==> src/rtl/dc_qbus_mst.sv <==
// Q-bus master cycle sequencer: runs DATI/DATO/DATOB with SYNC/DIN/DOUT/WTBT/BS7.
// Define QBUS_TIMEOUT_EN to build the no-reply bus timeout (abt_nxm).
module dc_qbus_mst #(
  parameter int unsigned TMO_TICKS = 64
) (
  input  logic        pin_clk,
  input  logic        sr_rst,
  input  logic        pin_mce_p,
  input  logic        pin_mce_n,
  input  logic        req,
  input  logic        req_wr,
  input  logic        req_byte,
  input  logic [15:0] req_addr,
  input  logic [15:0] req_wdata,
  input  logic        pin_m15,
  input  logic        pin_bso,
  input  logic        pin_ra_n,
  input  logic        pin_de_n,
  input  logic        rply_n,
  input  logic [15:0] pin_adi,
  output logic [15:0] pin_ado,
  output logic        sync,
  output logic        din,
  output logic        dout,
  output logic        wtbt,
  output logic        bs7,
  output logic        busy,
  output logic        done,
  output logic [15:0] rdata,
  output logic        abt_mmu,
  output logic        abt_nxm,
  output logic        abt_odd
);

  localparam int unsigned DW = 16;

  typedef enum logic [2:0] {
    S_IDLE,
    S_ADDR,
    S_SYNC,
    S_DATA,
    S_END,
    S_ABORT
  } state_e;

  state_e        state_q;
  logic          wr_q, byte_q;
  logic [DW-1:0] wdata_q;
  logic [DW-1:0] ado_q, rdata_q;
  logic          sync_q, din_q, dout_q, wtbt_q, bs7_q;
  logic          busy_q, done_q;
  logic          abt_mmu_q, abt_nxm_q, abt_odd_q;

  logic reply_c;
  logic bs7_c;
  logic tmo_hit_c;

  assign reply_c = !rply_n || !pin_ra_n;
  // With translation active the MMU decides the I/O page; otherwise it is the top 8 KB.
  assign bs7_c   = !pin_m15 ? pin_bso : (req_addr[15:13] == 3'b111);

`ifdef QBUS_TIMEOUT_EN
  localparam int unsigned TW = (TMO_TICKS > 1) ? $clog2(TMO_TICKS) : 1;

  logic [TW-1:0] tmo_q;

  assign tmo_hit_c = (32'(tmo_q) == TMO_TICKS - 32'd1);

  // Counts DATA ticks without a reply; cleared while entering DATA.
  always_ff @(posedge pin_clk or posedge sr_rst) begin
    if (sr_rst) begin
      tmo_q <= '0;
    end else if (pin_mce_p) begin
      if (state_q == S_SYNC) begin
        tmo_q <= '0;
      end else if (state_q == S_DATA && !tmo_hit_c) begin
        tmo_q <= tmo_q + TW'(1);
      end
    end
  end
`else
  // Timeout not built: DATA waits for a reply forever.
  assign tmo_hit_c = (TMO_TICKS == 32'd0) & 1'b0;
`endif

  always_ff @(posedge pin_clk or posedge sr_rst) begin
    if (sr_rst) begin
      state_q   <= S_IDLE;
      wr_q      <= 1'b0;
      byte_q    <= 1'b0;
      wdata_q   <= '0;
      ado_q     <= '0;
      sync_q    <= 1'b0;
      din_q     <= 1'b0;
      dout_q    <= 1'b0;
      wtbt_q    <= 1'b0;
      bs7_q     <= 1'b0;
      busy_q    <= 1'b0;
      done_q    <= 1'b0;
      abt_mmu_q <= 1'b0;
      abt_nxm_q <= 1'b0;
      abt_odd_q <= 1'b0;
    end else if (pin_mce_p) begin
      done_q <= 1'b0;
      case (state_q)
        S_IDLE: begin
          if (req) begin
            wr_q      <= req_wr;
            byte_q    <= req_byte;
            wdata_q   <= req_wdata;
            busy_q    <= 1'b1;
            abt_mmu_q <= 1'b0;
            abt_nxm_q <= 1'b0;
            if (!req_byte && req_addr[0]) begin
              state_q   <= S_ABORT;
              abt_odd_q <= 1'b1;
              done_q    <= 1'b1;
            end else begin
              state_q   <= S_ADDR;
              abt_odd_q <= 1'b0;
              ado_q     <= req_addr;
              wtbt_q    <= req_wr;
              bs7_q     <= bs7_c;
            end
          end
        end
        S_ADDR: begin
          state_q <= S_SYNC;
          sync_q  <= 1'b1;
        end
        S_SYNC: begin
          if (!pin_de_n) begin
            state_q   <= S_ABORT;
            abt_mmu_q <= 1'b1;
            done_q    <= 1'b1;
            sync_q    <= 1'b0;
            wtbt_q    <= 1'b0;
            bs7_q     <= 1'b0;
            ado_q     <= '0;
          end else begin
            state_q <= S_DATA;
            if (wr_q) begin
              dout_q <= 1'b1;
              ado_q  <= wdata_q;
              wtbt_q <= byte_q;
            end else begin
              din_q  <= 1'b1;
              ado_q  <= '0;
              wtbt_q <= 1'b0;
            end
          end
        end
        S_DATA: begin
          // A reply beats a timeout seen on the same tick.
          if (reply_c) begin
            state_q <= S_END;
            done_q  <= 1'b1;
            din_q   <= 1'b0;
            dout_q  <= 1'b0;
            wtbt_q  <= 1'b0;
            bs7_q   <= 1'b0;
            ado_q   <= '0;
          end else if (tmo_hit_c) begin
            state_q   <= S_ABORT;
            abt_nxm_q <= 1'b1;
            done_q    <= 1'b1;
            sync_q    <= 1'b0;
            din_q     <= 1'b0;
            dout_q    <= 1'b0;
            wtbt_q    <= 1'b0;
            bs7_q     <= 1'b0;
            ado_q     <= '0;
          end
        end
        S_END: begin
          if (rply_n && pin_ra_n) begin
            state_q <= S_IDLE;
            sync_q  <= 1'b0;
            busy_q  <= 1'b0;
          end
        end
        S_ABORT: begin
          state_q <= S_IDLE;
          busy_q  <= 1'b0;
        end
        default: begin
          state_q <= S_IDLE;
          sync_q  <= 1'b0;
          din_q   <= 1'b0;
          dout_q  <= 1'b0;
          wtbt_q  <= 1'b0;
          bs7_q   <= 1'b0;
          busy_q  <= 1'b0;
          ado_q   <= '0;
        end
      endcase
    end
  end

  // Read data is taken on the falling-edge enable while the reply is present in DATA.
  always_ff @(posedge pin_clk or posedge sr_rst) begin
    if (sr_rst) begin
      rdata_q <= '0;
    end else if (pin_mce_n && state_q == S_DATA && !wr_q && reply_c) begin
      rdata_q <= pin_adi;
    end
  end

  assign pin_ado = ado_q;
  assign sync    = sync_q;
  assign din     = din_q;
  assign dout    = dout_q;
  assign wtbt    = wtbt_q;
  assign bs7     = bs7_q;
  assign busy    = busy_q;
  assign done    = done_q;
  assign rdata   = rdata_q;
  assign abt_mmu = abt_mmu_q;
  assign abt_nxm = abt_nxm_q;
  assign abt_odd = abt_odd_q;

endmodule

==> config.mk <==
export PLATFORM = sky130hd
export DESIGN_NAME = dc_qbus_mst
export DESIGN_NICKNAME = d
export VERILOG_FILES = /design/src/rtl/dc_qbus_mst.sv
export SDC_FILE = /design/constraint.sdc
export NUM_CORES = 1
export LEC_CHECK = 0
export BUFFER_PORTS_ARGS = -buffer_cell sky130_fd_sc_hd__buf_4
export CELL_PAD_IN_SITES_DETAIL_PLACEMENT = 0
export CELL_PAD_IN_SITES_GLOBAL_PLACEMENT = 2
export CORE_MARGIN = 1.5
export CORE_UTILIZATION = 34
export CTS_CLUSTER_DIAMETER = 50
export CTS_CLUSTER_SIZE = 10
export DETAILED_ROUTE_END_ITERATION = 7
export PLACE_DENSITY_LB_ADDON = 0.08
export REMOVE_ABC_BUFFERS = 1
export SYNTH_ARGS = -nofsm -noshare
export SYNTH_HDL_FRONTEND = slang
export SYNTH_SLANG_ARGS = --single-unit
==> constraint.sdc <==
create_clock -name pin_clk -period 5.3 [get_ports pin_clk]
set_input_delay 0.795 -clock pin_clk [delete_from_list [all_inputs] [get_ports pin_clk]]
set_output_delay 0.795 -clock pin_clk [all_outputs]
set_load 0.05 [all_outputs]
==> qor.yml, run 1 <==
avgSynthCellArea_sq_um: 12.3
switching_power_mw: 1.19
synth_edf_count: 0
grt_max_degree: 63
rsz0062_at_grt: "no"
routed_wirelength_mm: 7.41
cts_resized: 0
swShare: 0.467
worst-endpoint-arrival_ns: 2.73
cts-buffers-inserted: 9
clock_latency_ns: 0.32
cts_hold_buf: 0
period_share: 0.477
final_cell_mix: "103 x buf_4, 62 x dfrtp_1, 26 x mux2_2, 25 x o21ai_0"
initial_core_util: 0.355
final_nets: 390
ios: 102
intPower_mw: 1.36
dr_total_vias: 2335
slew-limit-headroom: 0.275
port-buffer-count: 100
synthTopCellsByArea: "dfrtp_1 52%, mux2_2 9.9%, mux2_4 5.1%, a32oi_1 4.4%, o41ai_1 4.4%"
cts_setup_buffers: 0
drv_cap: 0
fp.dieH_um: 96.3
finalSetupViolations: 0
status: "completed"
synth_ff_type: "dfrtp_1"
n_fill_cell: 789
p_per_area_mw_per_mm2: 657
syn-cell-area_sq_mm: 0.00296
leakage_nw: 1.82
grt_overflow: 0
start_kind: "flip-flop"
synth_cells: 241
clkTransAtPathRegs_ns: 0.06
crit_fanout: 20
areaGrowthSynthToFinish_pct: 31.5
crit_required_ns: 5.50
rows: 33
slowest_stage: "nor2_2"
track_usage: 0.169
end_kind: "flip-flop"
fin_crit_ns: 2.53
layout.cells.non_filler: 438
drcViolationCount: 0
hp-class: "reg -> reg"
slew_violations: 0
grt_pass1_vias: 2213
cts-root-buf: "clkbuf_8"
die-area_sq_mm: 0.00927
worst_pin_slew_ns: 1.09
pwr-share-clk: 0.144
dp_hpwl_mm: 4.94
synth-warning-count: 0
async_reset_ff_frac: 1.00
ys_ff_latch: 62
drt_iter0_drc: 99
core_area_sq_mm: 0.00834
grt_pass1_wl_mm: 11.6
routedWlPerCell_um: 16.9
clkSinkCount: 62
synth_cell_types: 45
numPlacedInstances: 424
slowest_delay_ns: 0.85
final.setup_skew_ns: 0.00662
hold_viol_final: 0
routabilityCongestion: 0.730
mostFrequentLayoutCell: "buf_4"
post-synth-top-area-cell: "dfrtp_1"
antenna_found_initial: 0
ir_worst_vdd_v: 0.000251
criticalPathCategory: "reg -> reg"
fp.dieW_um: 96.3
ys_seq_area_frac: 0.524
yosys.area.top_type_share: 0.524
htree_num_levels: 3
power.share.combinational: 0.510
antenna_left: 0
crit_chain: "or3_1 -> nor2_2 -> mux2_2"
cts_tree: "built"
drive_gt1_frac: 0.477
fmax_mhz: 396
drt-vias-per-instance: 5.33
clk_path_buf_depth: 2
drtPass1Iterations: 4
fin_tns_setup_ns: 0
n_antenna_cell: 0
p_seq_frac: 0.346
## final cells by class
| class | count | area (sq um) | share of cell area |
|---|---|---|---|
| sequential | 62 | 1550 | 0.399 |
| multi-input combinational | 148 | 1240 | 0.318 |
| timing repair buffer | 103 | 773 | 0.199 |
| clock buffer | 13 | 169 | 0.0434 |
| tap | 105 | 131 | 0.0338 |
| inverter | 6 | 22.5 | 0.00579 |
| clock inverter | 1 | 5.00 | 0.00129 |
## cells in the mapped netlist (5+ instances only)
cell type and instances:
inv_1 5, o41ai_1 15, buf_2 6, clkbuf_1 9, nand2_1 10, buf_4 5, a32oi_1 15, dfrtp_1 62
o21ai_0 25, mux2_2 26, mux2_4 10
## state kept, by name (all words and copies together), names as in the netlist
| register | count |
|---|---|
| state_q | 3 |
| busy | 1 |
| wtbt | 1 |
| bs7 | 1 |
| wdata_q | 16 |
| rdata | 16 |
| wr_q | 1 |
| done | 1 |
| abt_mmu | 1 |
| sync | 1 |
| dout | 1 |
| byte_q | 1 |
| abt_odd | 1 |
| din | 1 |
| pin_ado | 16 |
## through the flow
step	instance area, sq um	utilization	hold slack [ns]	worst slack (ns)	total power [mW]
2_1_floorplan	2810	-	0.481	2.92	1.77
3_3_place_gp	3720	0.446	0.477	2.82	2.20
3_5_place_dp	3720	0.446	0.495	2.78	2.22
4_1_cts	3890	0.466	0.512	2.76	2.59
5_1_grt	3890	0.466	0.524	2.63	2.72
6_report	3890	0.466	0.505	2.77	2.56
## kinds of logic after synthesis
kind of cell    Yosys count  share of synthesized area
flops                    62                      0.524
compound gates           75                      0.186
other cells               1                    0.00127
simple gates             34                     0.0736
buf+inv                  31                     0.0583
mux                      38                      0.157
## metal layers
| metal | vias up | part of all wire | track usage |
|---|---|---|---|
| met5 | - | 0 | 0 |
| li1 | 1091 | - | - |
| met3 | 6 | 0.075 | 0.0648 |
| met2 | 74 | 0.45 | 0.246 |
| met1 | 1164 | 0.47 | 0.238 |
| met4 | 0 | 0.0094 | 0.0399 |
## worst max-delay path: cells and delay by family (launching register included)
family	cells	cell delay, ns
simple gates	2	1.36
mux	1	0.42
flops	1	0.61
## worst paths after layout
check / slack [ns] / cells after the start / start / end
max: 2.77 / 3 / state_q[0] / byte_q
min: 0.51 / 2 / pin_ado[9] / pin_ado[9]
max reg2reg: 2.77 / 3 / state_q[0] / byte_q
min reg2reg: 0.51 / 2 / pin_ado[9] / pin_ado[9]
max in group asynchronous: 4.06 / 3 / sr_rst / pin_ado[8]
min in group asynchronous: 0.70 / 3 / sr_rst / wdata_q[2]
## power groups by stage
stage / Sequential (mW) / Combinational [mW] / Clock [mW]
floorplan: 1.33 / 0.435 / 0
CTS: 0.887 / 1.32 / 0.382
global route: 0.918 / 1.40 / 0.404
detailed placement: 0.894 / 1.32 / 0
global placement: 0.887 / 1.31 / 0
finish: 0.885 / 1.30 / 0.367
(Power assumes the default switching activity.)
==> run 2, diff against run 1 <==
- ABC_AREA: not set -> 1
- CORE_UTILIZATION: 34 -> 27
- clock period: 5.3 -> 2.5 ns (I/O delays scaled with it)
==> run 2 against run 1 <==
Compared with the run above: first-iteration DRC count fell by 21%; critical path depth rose by 3; global-route usage fell by 1.6 points; clock skew fell by 0.00073 ns; critical endpoint is now pin_ado[6]; synthesized area fell by 1.1%; maximum frequency rose by 31%; via count rose by 14%; utilization fell by 7.5 points; combinational power rose by 97%.
==> qor.yml, run 2 <==
status: "completed"
post-synth-top-area-cell: "dfrtp_1"
clock_latency_ns: 0.34  # +0.02 ns
drtPass1Iterations: 4  # unchanged
drv_cap: 0  # unchanged
wl_met3_um: 539  # -2.4%
worst-endpoint-arrival_ns: 2.20  # -0.53 ns
synth_ff_type: "dfrtp_1"
drive_gt1_frac: 0.281  # -0.197
synth_cells: 377  # +56%
ir_worst_vdd_v: 0.000555  # +120%
yosysMostFrequentCell: "nand2_1"
drt_iter0_drc: 78  # -21%
final_nets: 536  # +37%
grt_max_degree: 63  # unchanged
ys_ff_latch: 62  # unchanged
routabilityCongestion: 0.786  # +7.6%
final.setup_skew_ns: 0.00589  # -0.000725 ns
hp-class: "in -> async"
synth_edf_count: 0  # unchanged
dp_hpwl_mm: 5.75  # +16%
cts-buffers-inserted: 9  # unchanged
cts_resized: 0  # unchanged
clkSinkCount: 62  # unchanged
synthTopCellsByArea: "dfrtp_1 53%, nand2_1 21%, o21ai_0 8.0%, inv_1 4.2%, nand3_1 2.1%"
fp.dieH_um: 107  # +11%
crit_required_ns: 2.77  # -2.73 ns
grt_pass1_wl_mm: 13.4  # +16%
routed_wirelength_mm: 8.22  # +11%
fin_tns_setup_ns: 0  # unchanged
die-area_sq_mm: 0.0115  # +24%
yosys.area.top_type_share: 0.530  # +0.00560
p_seq_frac: 0.316  # -0.030
track_usage: 0.154  # -0.0158
mostFrequentLayoutCell: "nand2_1"
swShare: 0.460  # -0.00709
leakage_nw: 2.24  # +23%
fmax_mhz: 519  # +31%
final_cell_mix: "165 x nand2_1, 104 x buf_4, 62 x dfrtp_1, 47 x o21ai_0, 32 x inv_1"
cts_tree: "built"
grt_pass1_vias: 2634  # +19%
n_antenna_cell: 0  # unchanged
fp.dieW_um: 107  # +11%
end_kind: "flip-flop"
drt-vias-per-instance: 4.33  # -19%
synth-warning-count: 0  # unchanged
core_area_sq_mm: 0.0104  # +25%
crit_fanout: 18  # -10%
p_per_area_mw_per_mm2: 1340  # +100%
initial_core_util: 0.281  # -0.0737
antenna_left: 0  # unchanged
antenna_found_initial: 0  # unchanged
synth_common_cells: "165 x nand2_1, 62 x dfrtp_1, 47 x o21ai_0"
grt_overflow: 0  # unchanged
cts_setup_buffers: 0  # unchanged
clk_path_buf_depth: 2  # unchanged
power.share.combinational: 0.468  # -0.042
routedWlPerCell_um: 13.3  # -21%
cts_hold_buf: 0  # unchanged
cts-root-buf: "clkbuf_8"
async_reset_ff_frac: 1.00  # unchanged
synth_cell_types: 25  # -44%
wl_met2_mm: 3.78  # +14%
p_total_mw: 5.46  # +110%
drcViolationCount: 0  # unchanged
ios: 102  # unchanged
syn-cell-area_sq_mm: 0.00293  # -1.1%
m1WireLength_mm: 3.82  # +10%
clkTransAtPathRegs_ns: 0.07  # about the same
fin_crit_ns: 1.93  # -0.598 ns
avgSynthCellArea_sq_um: 7.77  # -37%
slew_violations: 0  # unchanged
intPower_mw: 2.95  # +120%
port-buffer-count: 100  # unchanged
start_kind: "flip-flop"
n_fill_cell: 1135  # +44%
fin_ws_ns: 0.572  # -2.20 ns
areaGrowthSynthToFinish_pct: 39.1
finalSetupViolations: 0  # unchanged
rows: 37  # +12%
dr_total_vias: 2673  # +14%
period_share: 0.771  # +0.295
criticalPathCategory: "reg -> reg"
rsz0062_at_grt: "no"
pwr-share-clk: 0.216  # +0.072
switching_power_mw: 2.51  # +110%
hold_slack_ns: 0.115  # -0.390 ns
htree_num_levels: 3  # unchanged
hold_viol_final: 0  # unchanged
dpl_worst_slack_ns: 0.586  # -2.19 ns
top_layer: "met4"
ys_seq_area_frac: 0.530  # +0.00560
==> run 2: changes by cell type after synthesis, sizes merged, moves of 11 or more <==
cell   change
nand2    +157
nand3     +11
mux2      -37
o21ai     +33
inv       +30
o41ai     -16
a32oi     -15
==> run 2: layout make-up <==
type,instances,area [sq um],share of cell area
Inverter,36,135,0.0332
Sequential cell,62,1550,0.381
Clock buffer,10,128,0.0313
Clock inverter,6,134,0.0329
Tap cell,136,170,0.0418
Timing Repair Buffer,105,801,0.197
Multi-Input combinational cell,262,1150,0.283
==> run 2: worst paths after layout <==
path                               start          end  slack, ns  depth (start not counted)
min in group pin_clk       req_wdata[11]  wdata_q[11]       0.23                          3
min reg2reg                   wdata_q[4]   wdata_q[4]       0.47                          2
max reg2reg                   state_q[1]   pin_ado[6]       0.57                          6
max in group asynchronous         sr_rst   state_q[2]       2.12                          3
min                               sr_rst  wdata_q[11]       0.12                          3
max                           state_q[1]   pin_ado[6]       0.57                          6
==> run 2: through the flow <==
stage,util,instances,cell area [sq um]
after detailed placement,0.366,601,3810
after floorplan,-,360,2840
after global placement,0.366,601,3810
after CTS,0.391,617,4070
final,0.391,617,4070
after global routing,0.391,617,4070
==> run 2: critical path, stage by stage (launching register included) <==
cell     delay [ns]
dfrtp_1        0.62
inv_2          0.27
nand3_2        0.20
nand3_4        0.20
nor2_4         0.40
nand2_1        0.10
nand2_1        0.08
==> run 2: per-layer routing <==
| metal | up-vias | GRT usage |
|---|---|---|
| met3 | 6 | 0.0450 |
| li1 | 1386 | - |
| met5 | - | 0 |
| met1 | 1193 | 0.200 |
| met2 | 88 | 0.244 |
| met4 | 0 | 0.0514 |
==> run 2: kinds of logic (layout without fill, tap and decap cells) <==
family                 count (synthesis)  in the layout  share of synthesized area
other                                  1              1                    0.00128
AO/OA/AOI/OAI                         61             61                      0.106
flip-flops                            62             62                      0.530
buffers and inverters                 53            157                     0.0761
AND/OR/NAND/NOR                      200            200                      0.286
==> run 2: power by group through the flow <==
stage,clock network (mW),logic (mW),registers (mW)
final,1.18,2.56,1.73
after global routing,1.26,2.80,1.79
after CTS,1.23,2.59,1.73
after detailed placement,0,2.58,1.74
after global placement,0,2.58,1.74
after floorplan,0,0.857,2.61
==> run 3, diff against run 2 <==
- CORE_UTILIZATION: 27 -> 25
- clock period: 2.5 -> 1.6 ns (I/O delays scaled with it)
==> run 3 against run 2 <==
Compared with the run above: global-route usage shrank 0.52 points; non-clock buffer count grew 13; die area grew 7.8%; final cell count grew 3.2%; via count grew 0.79%; clock skew is essentially flat; highest routed layer unchanged; sequential cell count is the same; cell area grew 5.7%; clock power grew 94%; critical path type unchanged; largest cell class unchanged; maximum frequency grew 29%.
==> qor.yml, run 3 (same netlist as run 2, synthesis figures left out) <==
status: "completed"
drtPass1Iterations: 4  # unchanged
routabilityCongestion: 0.751  # -4.3%
cts_tree: "built"
grt_pass1_wl_mm: 14.5  # +7.9%
rsz0062_at_grt: "no"
drt_iter0_drc: 96  # +23%
mostFrequentLayoutCell: "nand2_1"
end_kind: "flip-flop"
grt_overflow: 0  # unchanged
areaGrowthSynthToFinish_pct: 47.1
grt_pass1_vias: 2807  # +6.6%
pwr-share-clk: 0.249  # +0.033
grt_max_degree: 33  # -48%
fin_crit_ns: 1.50  # -0.433 ns
final.setup_skew_ns: 0.00606  # +0.000166 ns
crit_required_ns: 1.81  # -0.96 ns
start_kind: "flip-flop"
routedWlPerCell_um: 13.4  # +0.43%
period_share: 0.935  # +0.163
track_usage: 0.149  # -0.00520
routed_wirelength_mm: 8.52  # +3.7%
drcViolationCount: 0  # unchanged
dpl_worst_slack_ns: -0.000220  # -0.587 ns
final_nets: 549  # +2.4%
p_per_area_mw_per_mm2: 2140  # +59%
p_seq_frac: 0.291  # -0.025
fp.dieW_um: 111  # +3.8%
hold_slack_ns: 0.109  # -0.00617 ns
crit_fanout: 10  # -8
cts-buffers-inserted: 9  # unchanged
antenna_left: 0  # unchanged
clk_path_buf_depth: 2  # unchanged
n_antenna_cell: 0  # unchanged
drive_gt1_frac: 0.302  # +0.0210
criticalPathCategory: "reg -> reg"
leakage_nw: 2.34  # +4.8%
multi_input_area_sq_mm: 0.00116  # +0.54%
swShare: 0.435  # -0.0247
reg2reg_slack_ns: 0.10  # -0.47 ns
place_area_sq_mm: 0.00391  # +2.7%
final_cell_mix: "165 x nand2_1, 114 x buf_4, 59 x dfrtp_1, 47 x o21ai_0, 32 x inv_1"
clock_latency_ns: 0.33  # about the same
worst-endpoint-arrival_ns: 1.70  # -0.50 ns
ff_latch_area_sq_mm: 0.00156  # +0.24%
fin_area_sq_mm: 0.00431  # +5.7%
slew_violations: 0  # unchanged
clkSinkCount: 62  # unchanged
power.share.combinational: 0.461  # -0.007
ir_worst_vdd_v: 0.000910  # +64%
htree_num_levels: 3  # unchanged
fin_ws_ns: 0.104  # -0.467 ns
cts-root-buf: "clkbuf_16"
layout.cells.non_filler: 637  # +3.2%
finalSetupViolations: 0  # unchanged
drt-vias-per-instance: 4.23  # -2.4%
rows: 39  # +5.4%
dp_hpwl_mm: 6.47  # +12%
intPower_mw: 5.20  # +76%
initial_core_util: 0.256  # -0.0247
core_area_sq_mm: 0.0114  # +9.6%
die-area_sq_mm: 0.0124  # +7.8%
dr_total_vias: 2694  # +0.79%
drv_cap: 0  # unchanged
antenna_found_initial: 0  # unchanged
ios: 102  # unchanged
n_fill_cell: 1231  # +8.5%
fp.dieH_um: 111  # +3.8%
hp-class: "in -> reg"
clkTransAtPathRegs_ns: 0.06  # about the same
port-buffer-count: 100  # unchanged
fmax_mhz: 669  # +29%
numPlacedInstances: 618  # +2.8%
final_util: 0.377  # -0.0139
switching_power_mw: 4.01  # +59%
hold_viol_final: 0  # unchanged
-- run 3: cell count changes in the layout (fill, tap and decap cells not counted) --
cell / previous run / this run
clkbuf_8: 9 / 2
dfrtp_1: 62 / 59
buf_4: 104 / 114
bufinv_16: 4 / 3
clkbuf_16: 0 / 9
dlygate4sd3_1: 0 / 1
dfrtp_2: 0 / 3
clkinv_4: 1 / 0
nor3_2: 1 / 0
buf_12: 1 / 3
clkbuf_1: 1 / 2
clkinv_2: 1 / 0
nor3_4: 0 / 1
-- run 3: power by group through the flow --
stage	Sequential (mW)	Clock [mW]	Combinational (mW)
floorplan	4.07	0	1.34
global placement	2.70	0	4.20
detailed placement	2.70	0	4.23
CTS	2.69	2.36	4.30
global route	2.78	2.43	4.66
finish	2.68	2.29	4.24
-- run 3: worst max-delay path, cell delays in order (launching register included) --
cell	delay, ns
dfrtp_2	0.45
nor2_4	0.14
buf_4	0.16
nand3_2	0.13
nand3_4	0.15
nor2_4	0.06
buf_4	0.16
nand2_1	0.06
nand2_1	0.05
-- run 3: final timing paths --
| kind | from | cells after the start | end |
|---|---|---|---|
| worst min register to register | wdata_q[14] | 2 | wdata_q[14] |
| min in group asynchronous | sr_rst | 3 | rdata[9] |
| worst max register to register | state_q[0] | 8 | pin_ado[9] |
| worst min-delay path | req_wdata[8] | 3 | wdata_q[8] |
| max in group asynchronous | sr_rst | 4 | wdata_q[13] |
| worst max-delay path | state_q[0] | 8 | pin_ado[9] |
-- run 3: layout make-up --
cell class | instances | area share
Inverter | 36 | 0.0314
Timing Repair Buffer | 118 | 0.215
Tap cell | 143 | 0.0416
Multi-Input combinational cell | 262 | 0.269
Sequential cell | 62 | 0.361
Clock inverter | 3 | 0.0209
Clock buffer | 13 | 0.0604
-- run 3: timing repair --
action | in CTS | in global routing
gates resized for setup | 0 | 3
hold endpoints to repair | 16 | 0
setup endpoints to repair | 4 | 20
pin swaps | 1 | 0
hold buffers | 1 | 0
setup buffers | 2 | 0
-- run 3: metal layers --
metal,track usage,vias up,share of wire
met1,0.193,1204,0.46
met4,0.0380,0,0.010
li1,-,1402,-
met2,0.231,80,0.46
met5,0,-,0
met3,0.0585,8,0.072
-- run 3: through the flow --
| step | TNS [ns] | power [mW] |
|---|---|---|
| final | 0 | 9.20 |
| after global routing | 0 | 9.87 |
| after CTS | 0 | 9.35 |
| after detailed placement | -0.000220 | 6.93 |
| after global placement | 0 | 6.90 |
| after floorplan | -19.64 | 5.41 |
